$ cat config.mk
export PLATFORM = sky130hd
export DESIGN_NAME = multicycle_controller
export DESIGN_NICKNAME = d
export VERILOG_FILES = /design/src/rtl/multicycle_controller_pkg.sv /design/src/rtl/multicycle_controller_alu_func_decoder.sv /design/src/rtl/multicycle_controller.sv
export SDC_FILE = /design/constraint.sdc
export NUM_CORES = 1
export LEC_CHECK = 0
export CORE_ASPECT_RATIO = 1.25
export CORE_MARGIN = 2
export CORE_UTILIZATION = 43
export CTS_CLUSTER_SIZE = 24
export DETAILED_ROUTE_END_ITERATION = 10
export PLACE_DENSITY = 0.8
export SYNTH_ARGS = -nofsm -noshare
export SYNTH_HDL_FRONTEND = slang
export SYNTH_SLANG_ARGS = --single-unit
export TNS_END_PERCENT = 100
$ cat constraint.sdc
create_clock -name clk -period 1.7 [get_ports clk]
set_input_delay 0.17 -clock clk [delete_from_list [all_inputs] [get_ports clk]]
set_output_delay 0.17 -clock clk [all_outputs]
set_load 0.01 [all_outputs]
$ cat src/rtl/multicycle_controller_pkg.sv
// Shared opcode, func, ALU and state encodings for the multicycle MIPS controller,
// plus the bundle of control lines it drives into data_path.
package multicycle_controller_pkg;

  localparam logic [5:0] OP_RTYPE = 6'b000000;
  localparam logic [5:0] OP_J     = 6'b000010;
  localparam logic [5:0] OP_JAL   = 6'b000011;
  localparam logic [5:0] OP_BEQ   = 6'b000100;
  localparam logic [5:0] OP_BNE   = 6'b000101;
  localparam logic [5:0] OP_ADDI  = 6'b001000;
  localparam logic [5:0] OP_SLTI  = 6'b001010;
  localparam logic [5:0] OP_ANDI  = 6'b001100;
  localparam logic [5:0] OP_LW    = 6'b100011;
  localparam logic [5:0] OP_SW    = 6'b101011;

  localparam logic [5:0] FUNC_JR  = 6'b001000;
  localparam logic [5:0] FUNC_ADD = 6'b100000;
  localparam logic [5:0] FUNC_SUB = 6'b100010;
  localparam logic [5:0] FUNC_AND = 6'b100100;
  localparam logic [5:0] FUNC_OR  = 6'b100101;
  localparam logic [5:0] FUNC_SLT = 6'b101010;

  localparam logic [2:0] ALU_AND = 3'b000;
  localparam logic [2:0] ALU_OR  = 3'b001;
  localparam logic [2:0] ALU_ADD = 3'b010;
  localparam logic [2:0] ALU_SUB = 3'b110;
  localparam logic [2:0] ALU_SLT = 3'b111;

  localparam logic [1:0] SRC_B_REG    = 2'b00;
  localparam logic [1:0] SRC_B_FOUR   = 2'b01;
  localparam logic [1:0] SRC_B_IMM    = 2'b10;
  localparam logic [1:0] SRC_B_IMM_SH = 2'b11;

  localparam logic [1:0] PC_SRC_ALU    = 2'b00;
  localparam logic [1:0] PC_SRC_JUMP   = 2'b01;
  localparam logic [1:0] PC_SRC_REG_A  = 2'b10;
  localparam logic [1:0] PC_SRC_ALUOUT = 2'b11;

  typedef enum logic [3:0] {
    S_FETCH    = 4'd0,
    S_DECODE   = 4'd1,
    S_MEM_ADDR = 4'd2,
    S_MEM_RD   = 4'd3,
    S_LW_WB    = 4'd4,
    S_MEM_WR   = 4'd5,
    S_R_EXEC   = 4'd6,
    S_R_WB     = 4'd7,
    S_BRANCH   = 4'd8,
    S_JUMP     = 4'd9,
    S_JAL      = 4'd10,
    S_JR       = 4'd11,
    S_I_EXEC   = 4'd12,
    S_I_WB     = 4'd13
  } state_t;

  typedef struct packed {
    logic       pc_write;
    logic       ir_write;
    logic       i_or_d;
    logic       mem_read;
    logic       mem_write;
    logic       reg_dst;
    logic       jal_reg;
    logic       mem_to_reg;
    logic       pc_to_reg;
    logic       reg_write;
    logic       alu_src_a;
    logic [1:0] alu_src_b;
    logic [2:0] alu_op;
    logic [1:0] pc_src;
    logic       illegal;
  } ctrl_t;

  function automatic logic opcode_known(input logic [5:0] op);
    case (op)
      OP_RTYPE, OP_LW, OP_SW, OP_BEQ, OP_BNE,
      OP_J, OP_JAL, OP_ADDI, OP_SLTI, OP_ANDI: opcode_known = 1'b1;
      default:                                 opcode_known = 1'b0;
    endcase
  endfunction

  function automatic logic [2:0] i_type_alu_op(input logic [5:0] op);
    case (op)
      OP_SLTI: i_type_alu_op = ALU_SLT;
      OP_ANDI: i_type_alu_op = ALU_AND;
      default: i_type_alu_op = ALU_ADD;
    endcase
  endfunction

endpackage

$ cat src/rtl/multicycle_controller_alu_func_decoder.sv
// Maps an R-type func field to its ALU code; jr is flagged apart because it
// takes its own state rather than an ALU operation.
module multicycle_controller_alu_func_decoder
  import multicycle_controller_pkg::*;
(
  input  logic [5:0] func,
  output logic [2:0] alu_op,
  output logic       func_valid,
  output logic       func_is_jr
);

  always_comb begin
    alu_op     = ALU_ADD;
    func_valid = 1'b1;
    func_is_jr = 1'b0;
    case (func)
      FUNC_ADD: alu_op = ALU_ADD;
      FUNC_SUB: alu_op = ALU_SUB;
      FUNC_AND: alu_op = ALU_AND;
      FUNC_OR:  alu_op = ALU_OR;
      FUNC_SLT: alu_op = ALU_SLT;
      FUNC_JR: begin
        func_valid = 1'b0;
        func_is_jr = 1'b1;
      end
      default: func_valid = 1'b0;
    endcase
  end

endmodule

$ cat src/rtl/multicycle_controller.sv
// Moore FSM sequencing one MIPS instruction over 3-5 cycles and driving every
// data_path control line; only the branch pc_write looks at the live ZERO flag.
module multicycle_controller
  import multicycle_controller_pkg::*;
(
  input  logic       clk,
  input  logic       rst,
  input  logic [5:0] opcode,
  input  logic [5:0] func,
  input  logic       ZERO,
  output logic       pc_write,
  output logic       IR_write,
  output logic       I_or_D,
  output logic       mem_read,
  output logic       mem_write,
  output logic       reg_dst,
  output logic       jal_reg,
  output logic       mem_to_reg,
  output logic       pc_to_reg,
  output logic       reg_write,
  output logic       alu_src_A,
  output logic [1:0] alu_src_B,
  output logic [2:0] alu_op,
  output logic [1:0] pc_src,
  output logic       illegal
);

  state_t     state;
  state_t     next_state;
  logic       running;
  logic [2:0] r_alu_op;
  logic       func_valid;
  logic       func_is_jr;
  logic       op_unsupported;
  ctrl_t      ctrl;

  multicycle_controller_alu_func_decoder u_alu_func_decoder (
    .func       (func),
    .alu_op     (r_alu_op),
    .func_valid (func_valid),
    .func_is_jr (func_is_jr)
  );

  assign op_unsupported = !opcode_known(opcode) ||
                          ((opcode == OP_RTYPE) && !func_valid && !func_is_jr);

  // running stays low through the first edge after reset so FETCH is held one
  // full cycle before the sequence advances.
  always_ff @(posedge clk or negedge rst) begin
    if (!rst) begin
      state   <= S_FETCH;
      running <= 1'b0;
    end else begin
      running <= 1'b1;
      if (running) state <= next_state;
    end
  end

  always_comb begin
    next_state = S_FETCH;
    case (state)
      S_FETCH: next_state = S_DECODE;
      S_DECODE: begin
        if (!op_unsupported) begin
          case (opcode)
            OP_RTYPE:                  next_state = func_is_jr ? S_JR : S_R_EXEC;
            OP_LW, OP_SW:              next_state = S_MEM_ADDR;
            OP_BEQ, OP_BNE:            next_state = S_BRANCH;
            OP_J:                      next_state = S_JUMP;
            OP_JAL:                    next_state = S_JAL;
            OP_ADDI, OP_SLTI, OP_ANDI: next_state = S_I_EXEC;
            default:                   next_state = S_FETCH;
          endcase
        end
      end
      S_MEM_ADDR: next_state = (opcode == OP_SW) ? S_MEM_WR : S_MEM_RD;
      S_MEM_RD:   next_state = S_LW_WB;
      S_R_EXEC:   next_state = S_R_WB;
      S_I_EXEC:   next_state = S_I_WB;
      default:    next_state = S_FETCH;
    endcase
  end

  // Everything is held at zero until running is set, so an aborted
  // instruction cannot leak a write strobe while rst is low.
  always_comb begin
    ctrl = '0;
    if (running) begin
      case (state)
        S_FETCH: begin
          ctrl.mem_read  = 1'b1;
          ctrl.ir_write  = 1'b1;
          ctrl.alu_src_b = SRC_B_FOUR;
          ctrl.alu_op    = ALU_ADD;
          ctrl.pc_src    = PC_SRC_ALU;
          ctrl.pc_write  = 1'b1;
        end
        S_DECODE: begin
          ctrl.alu_src_b = SRC_B_IMM_SH;
          ctrl.alu_op    = ALU_ADD;
          ctrl.illegal   = op_unsupported;
        end
        S_R_EXEC: begin
          ctrl.alu_src_a = 1'b1;
          ctrl.alu_src_b = SRC_B_REG;
          ctrl.alu_op    = r_alu_op;
        end
        S_R_WB: begin
          ctrl.reg_dst   = 1'b1;
          ctrl.reg_write = 1'b1;
        end
        S_MEM_ADDR: begin
          ctrl.alu_src_a = 1'b1;
          ctrl.alu_src_b = SRC_B_IMM;
          ctrl.alu_op    = ALU_ADD;
        end
        S_MEM_RD: begin
          ctrl.mem_read = 1'b1;
          ctrl.i_or_d   = 1'b1;
        end
        S_LW_WB: begin
          ctrl.mem_to_reg = 1'b1;
          ctrl.reg_write  = 1'b1;
        end
        S_MEM_WR: begin
          ctrl.mem_write = 1'b1;
          ctrl.i_or_d    = 1'b1;
        end
        S_BRANCH: begin
          ctrl.alu_src_a = 1'b1;
          ctrl.alu_src_b = SRC_B_REG;
          ctrl.alu_op    = ALU_SUB;
          ctrl.pc_src    = PC_SRC_ALUOUT;
          ctrl.pc_write  = (opcode == OP_BNE) ? ~ZERO : ZERO;
        end
        S_JUMP: begin
          ctrl.pc_src   = PC_SRC_JUMP;
          ctrl.pc_write = 1'b1;
        end
        S_JAL: begin
          ctrl.pc_src    = PC_SRC_JUMP;
          ctrl.pc_write  = 1'b1;
          ctrl.jal_reg   = 1'b1;
          ctrl.pc_to_reg = 1'b1;
          ctrl.reg_write = 1'b1;
        end
        S_JR: begin
          ctrl.pc_src   = PC_SRC_REG_A;
          ctrl.pc_write = 1'b1;
        end
        S_I_EXEC: begin
          ctrl.alu_src_a = 1'b1;
          ctrl.alu_src_b = SRC_B_IMM;
          ctrl.alu_op    = i_type_alu_op(opcode);
        end
        S_I_WB: ctrl.reg_write = 1'b1;
        default: ctrl = '0;
      endcase
    end
  end

  assign pc_write   = ctrl.pc_write;
  assign IR_write   = ctrl.ir_write;
  assign I_or_D     = ctrl.i_or_d;
  assign mem_read   = ctrl.mem_read;
  assign mem_write  = ctrl.mem_write;
  assign reg_dst    = ctrl.reg_dst;
  assign jal_reg    = ctrl.jal_reg;
  assign mem_to_reg = ctrl.mem_to_reg;
  assign pc_to_reg  = ctrl.pc_to_reg;
  assign reg_write  = ctrl.reg_write;
  assign alu_src_A  = ctrl.alu_src_a;
  assign alu_src_B  = ctrl.alu_src_b;
  assign alu_op     = ctrl.alu_op;
  assign pc_src     = ctrl.pc_src;
  assign illegal    = ctrl.illegal;

endmodule
==> flow_metrics.tcl <==
set metrics [dict create \
    final_common_cell "buf_4" \
    syn-cell-area_sq_um 852 \
    ys_seq_elements 5 \
    via_per_inst 6.49 \
    grt-ovfl-total 0 \
    synthTopCellsByArea "dfrtp_1 15%, nor2_1 8.8%, nand2_1 7.5%" \
    grt_pass1_vias 1282 \
    worstPathMaxFanout 4 \
    vias 1537 \
    clk_pin_slew_ns 0.05 \
    core_sq_um 1910 \
    synthDominantCellAreaShare_pct 14.7 \
    grt_max_degree 15 \
    r2r-end "state[2]$_DFFE_PN0P_" \
    cp_slowest_cell "dfrtp_1" \
    slew_violations 0 \
    cts_hold_buf 0 \
    p_total_mw 0.798 \
    crit_type "flip-flop to primary output" \
    diodes 0 \
    setup_ws_ns -0.180 \
    start_util_pct 44.5 \
    grt_pass1_wl_um 5900 \
    numPortBuffers 33 \
    failed_checks "negative setup slack" \
    dieArea_sq_um 2360 \
    cts_made_buffers 3 \
    synth_top_cell_by_area "dfrtp_1" \
    r2r_setup_slack_ns -0.03 \
    num_rows 18 \
    finalSetupTns_ns -0.843 \
    cp.required_ns 1.53 \
    preCtsSetupSlack_ns -0.547 \
    r2r_start "state[2]$_DFFE_PN0P_" \
    utilization_pct 92.0 \
    synth_area_per_cell_sq_um 6.36 \
    ys_seq_area_share_pct 14.7 \
    fin_nets 233 \
    synth_edf_count 0 \
    clock_skew_ns 0.00110 \
    grt_use_total_pct 34.4 \
    drc 0 \
    gp_congestion 0.893 \
    ys_async_sr_fraction_pct 100 \
    grt_setup_unrepaired "true" \
    cts.sinks 5 \
    drt_pass1_iterations 5 \
    crit_buf_inv 2 \
    startpoint_type "flip-flop" \
    cp.arrival_ns 1.71 \
    hold_viol_final 0 \
    crit_path_max_incr_delay_ns 0.44 \
    wl_per_cell_um 21.1 \
    drt_iter0_drc 85 \
    io-pin-count 34 \
    cts_root_buf "clkbuf_4" \
    synth_nets 149 \
    syn_inst 134 \
    cts_buffer_depth 2 \
    syn2layout_area_growth_pct 107 \
    cp_top_family "simple AND/OR/NAND/NOR gates" \
    fmax_mhz 532 \
    die_h_um 53.8 \
    r2r_cells 7 \
    power_density_nw_per_um2 453 \
    clk_latency_ns 0.25 \
    antenna_found_initial 0 \
    drive_gt1_share_pct 53.5 \
    cts_tree "done" \
    placed_area_sq_um 1500 \
    final_area_sq_um 1760 \
    hold_class "primary input to async pin" \
    status "finished, violations left" \
    synth_ff_type "dfrtp_1" \
    drv_cap 0 \
    htreeDepth 1 \
    leakagePower_nw 0.840 \
    fin_crit_ns 1.88 \
    crit_chain "buf_6, nand2_2, nor3_4, nand4_1, o21ai_0, nor2b_1, buf_2" \
    hpwl_um 2490 \
    die_width_um 43.8 \
    finalSetupViolCount 10 \
    yosysWarnings 0 \
    fin_cells 237 \
    ant_nets 0 \
    final_cell_mix "46 x buf_4, 15 x nand2_1, 13 x buf_2, 12 x nor2_1, 9 x buf_6" \
    yosysUniqueCellTypes 39 \
    endpoint_kind "primary output" \
    placed_cells 221 \
    ir_drop_v 0.000585 \
    fin_crit_sh_pct 111 \
    wl_um 5000 \
    hold_ws_ns 0.139 \
]
## where the power goes
part / switching [mW] / total, mW / internal, mW
Clock: 0.0558 / 0.145 / 0.0892
Combinational: 0.256 / 0.503 / 0.247
Sequential: 0.0201 / 0.149 / 0.129
## what timing repair did
| item | 4_1_cts | 5_1_grt |
|---|---|---|
| setup endpoints to repair | 22 | 22 |
| resized for setup | 89 | 51 |
| pin swaps | 6 | 14 |
| setup buffers | 7 | 5 |
## per-layer routing
metal | GRT usage, % | up-vias | routed length (um)
met5 | 0 | - | 0
met4 | 17.7 | 0 | 369
met3 | 7.38 | 45 | 464
met2 | 65.4 | 140 | 2550
met1 | 34.7 | 708 | 1610
li1 | - | 644 | -
## cells by family (layout without fill, tap and decap cells)
family,count (synthesis),after routing,share of synthesized area [%]
xor gates and xnor gates,5,5,5.14
and+or+nand+nor,75,75,46.3
DFF,5,5,14.7
AOI/OAI and AO/OA,35,35,27.3
other,1,1,0.440
buffers and inverters,13,96,6.17
## cell type report
type,instances,area (sq um)
Timing Repair Buffer,89,719
Tap cell,20,25.0
Inverter,3,11.3
Clock buffer,4,26.3
Sequential cell,5,129
Multi-Input combinational cell,116,850
Fill cell,82,154
## worst reg2reg max path: stages, from the launching register on
cell and delay [ns]:
dfrtp_1 0.44, buf_6 0.15, buf_8 0.12, buf_12 0.12, buf_4 0.13, a211o_1 0.22
a32o_1 0.22, a41o_1 0.20
## worst max path at each step
| stage | start | to | slack [ns] | depth (start not counted) |
|---|---|---|---|---|
| 3_3_place_gp | func[0] | illegal | -0.52 | 6 |
| 2_1_floorplan | state[3]$_DFFE_PN0P_ | alu_op[1] | 0.07 | 4 |
| 4_1_cts | opcode[3] | alu_op[1] | -0.14 | 8 |
| 5_1_grt | state[3]$_DFFE_PN0P_ | alu_op[1] | -0.21 | 6 |
| 6_report | state[2]$_DFFE_PN0P_ | alu_op[2] | -0.18 | 7 |
| 3_5_place_dp | func[1] | alu_op[1] | -0.55 | 7 |
## cell usage after synthesis (all sizes together) (2+ instances only)
cell,number
nor2,20
nand2,17
a21oi,10
o21ai,9
clkbuf,8
nor2b,8
nor3,7
dfrtp,5
xnor2,5
nor3b,4
nor4,4
a22o,3
inv,3
nand2b,3
nand3,3
nand4,3
a211o,2
buf,2
nor4b,2
## flip-flops by register name, summed over array words and instances, names as in the netlist
signal   count
running      1
state        4
Note: power is estimated with default switching activity, not from simulation.
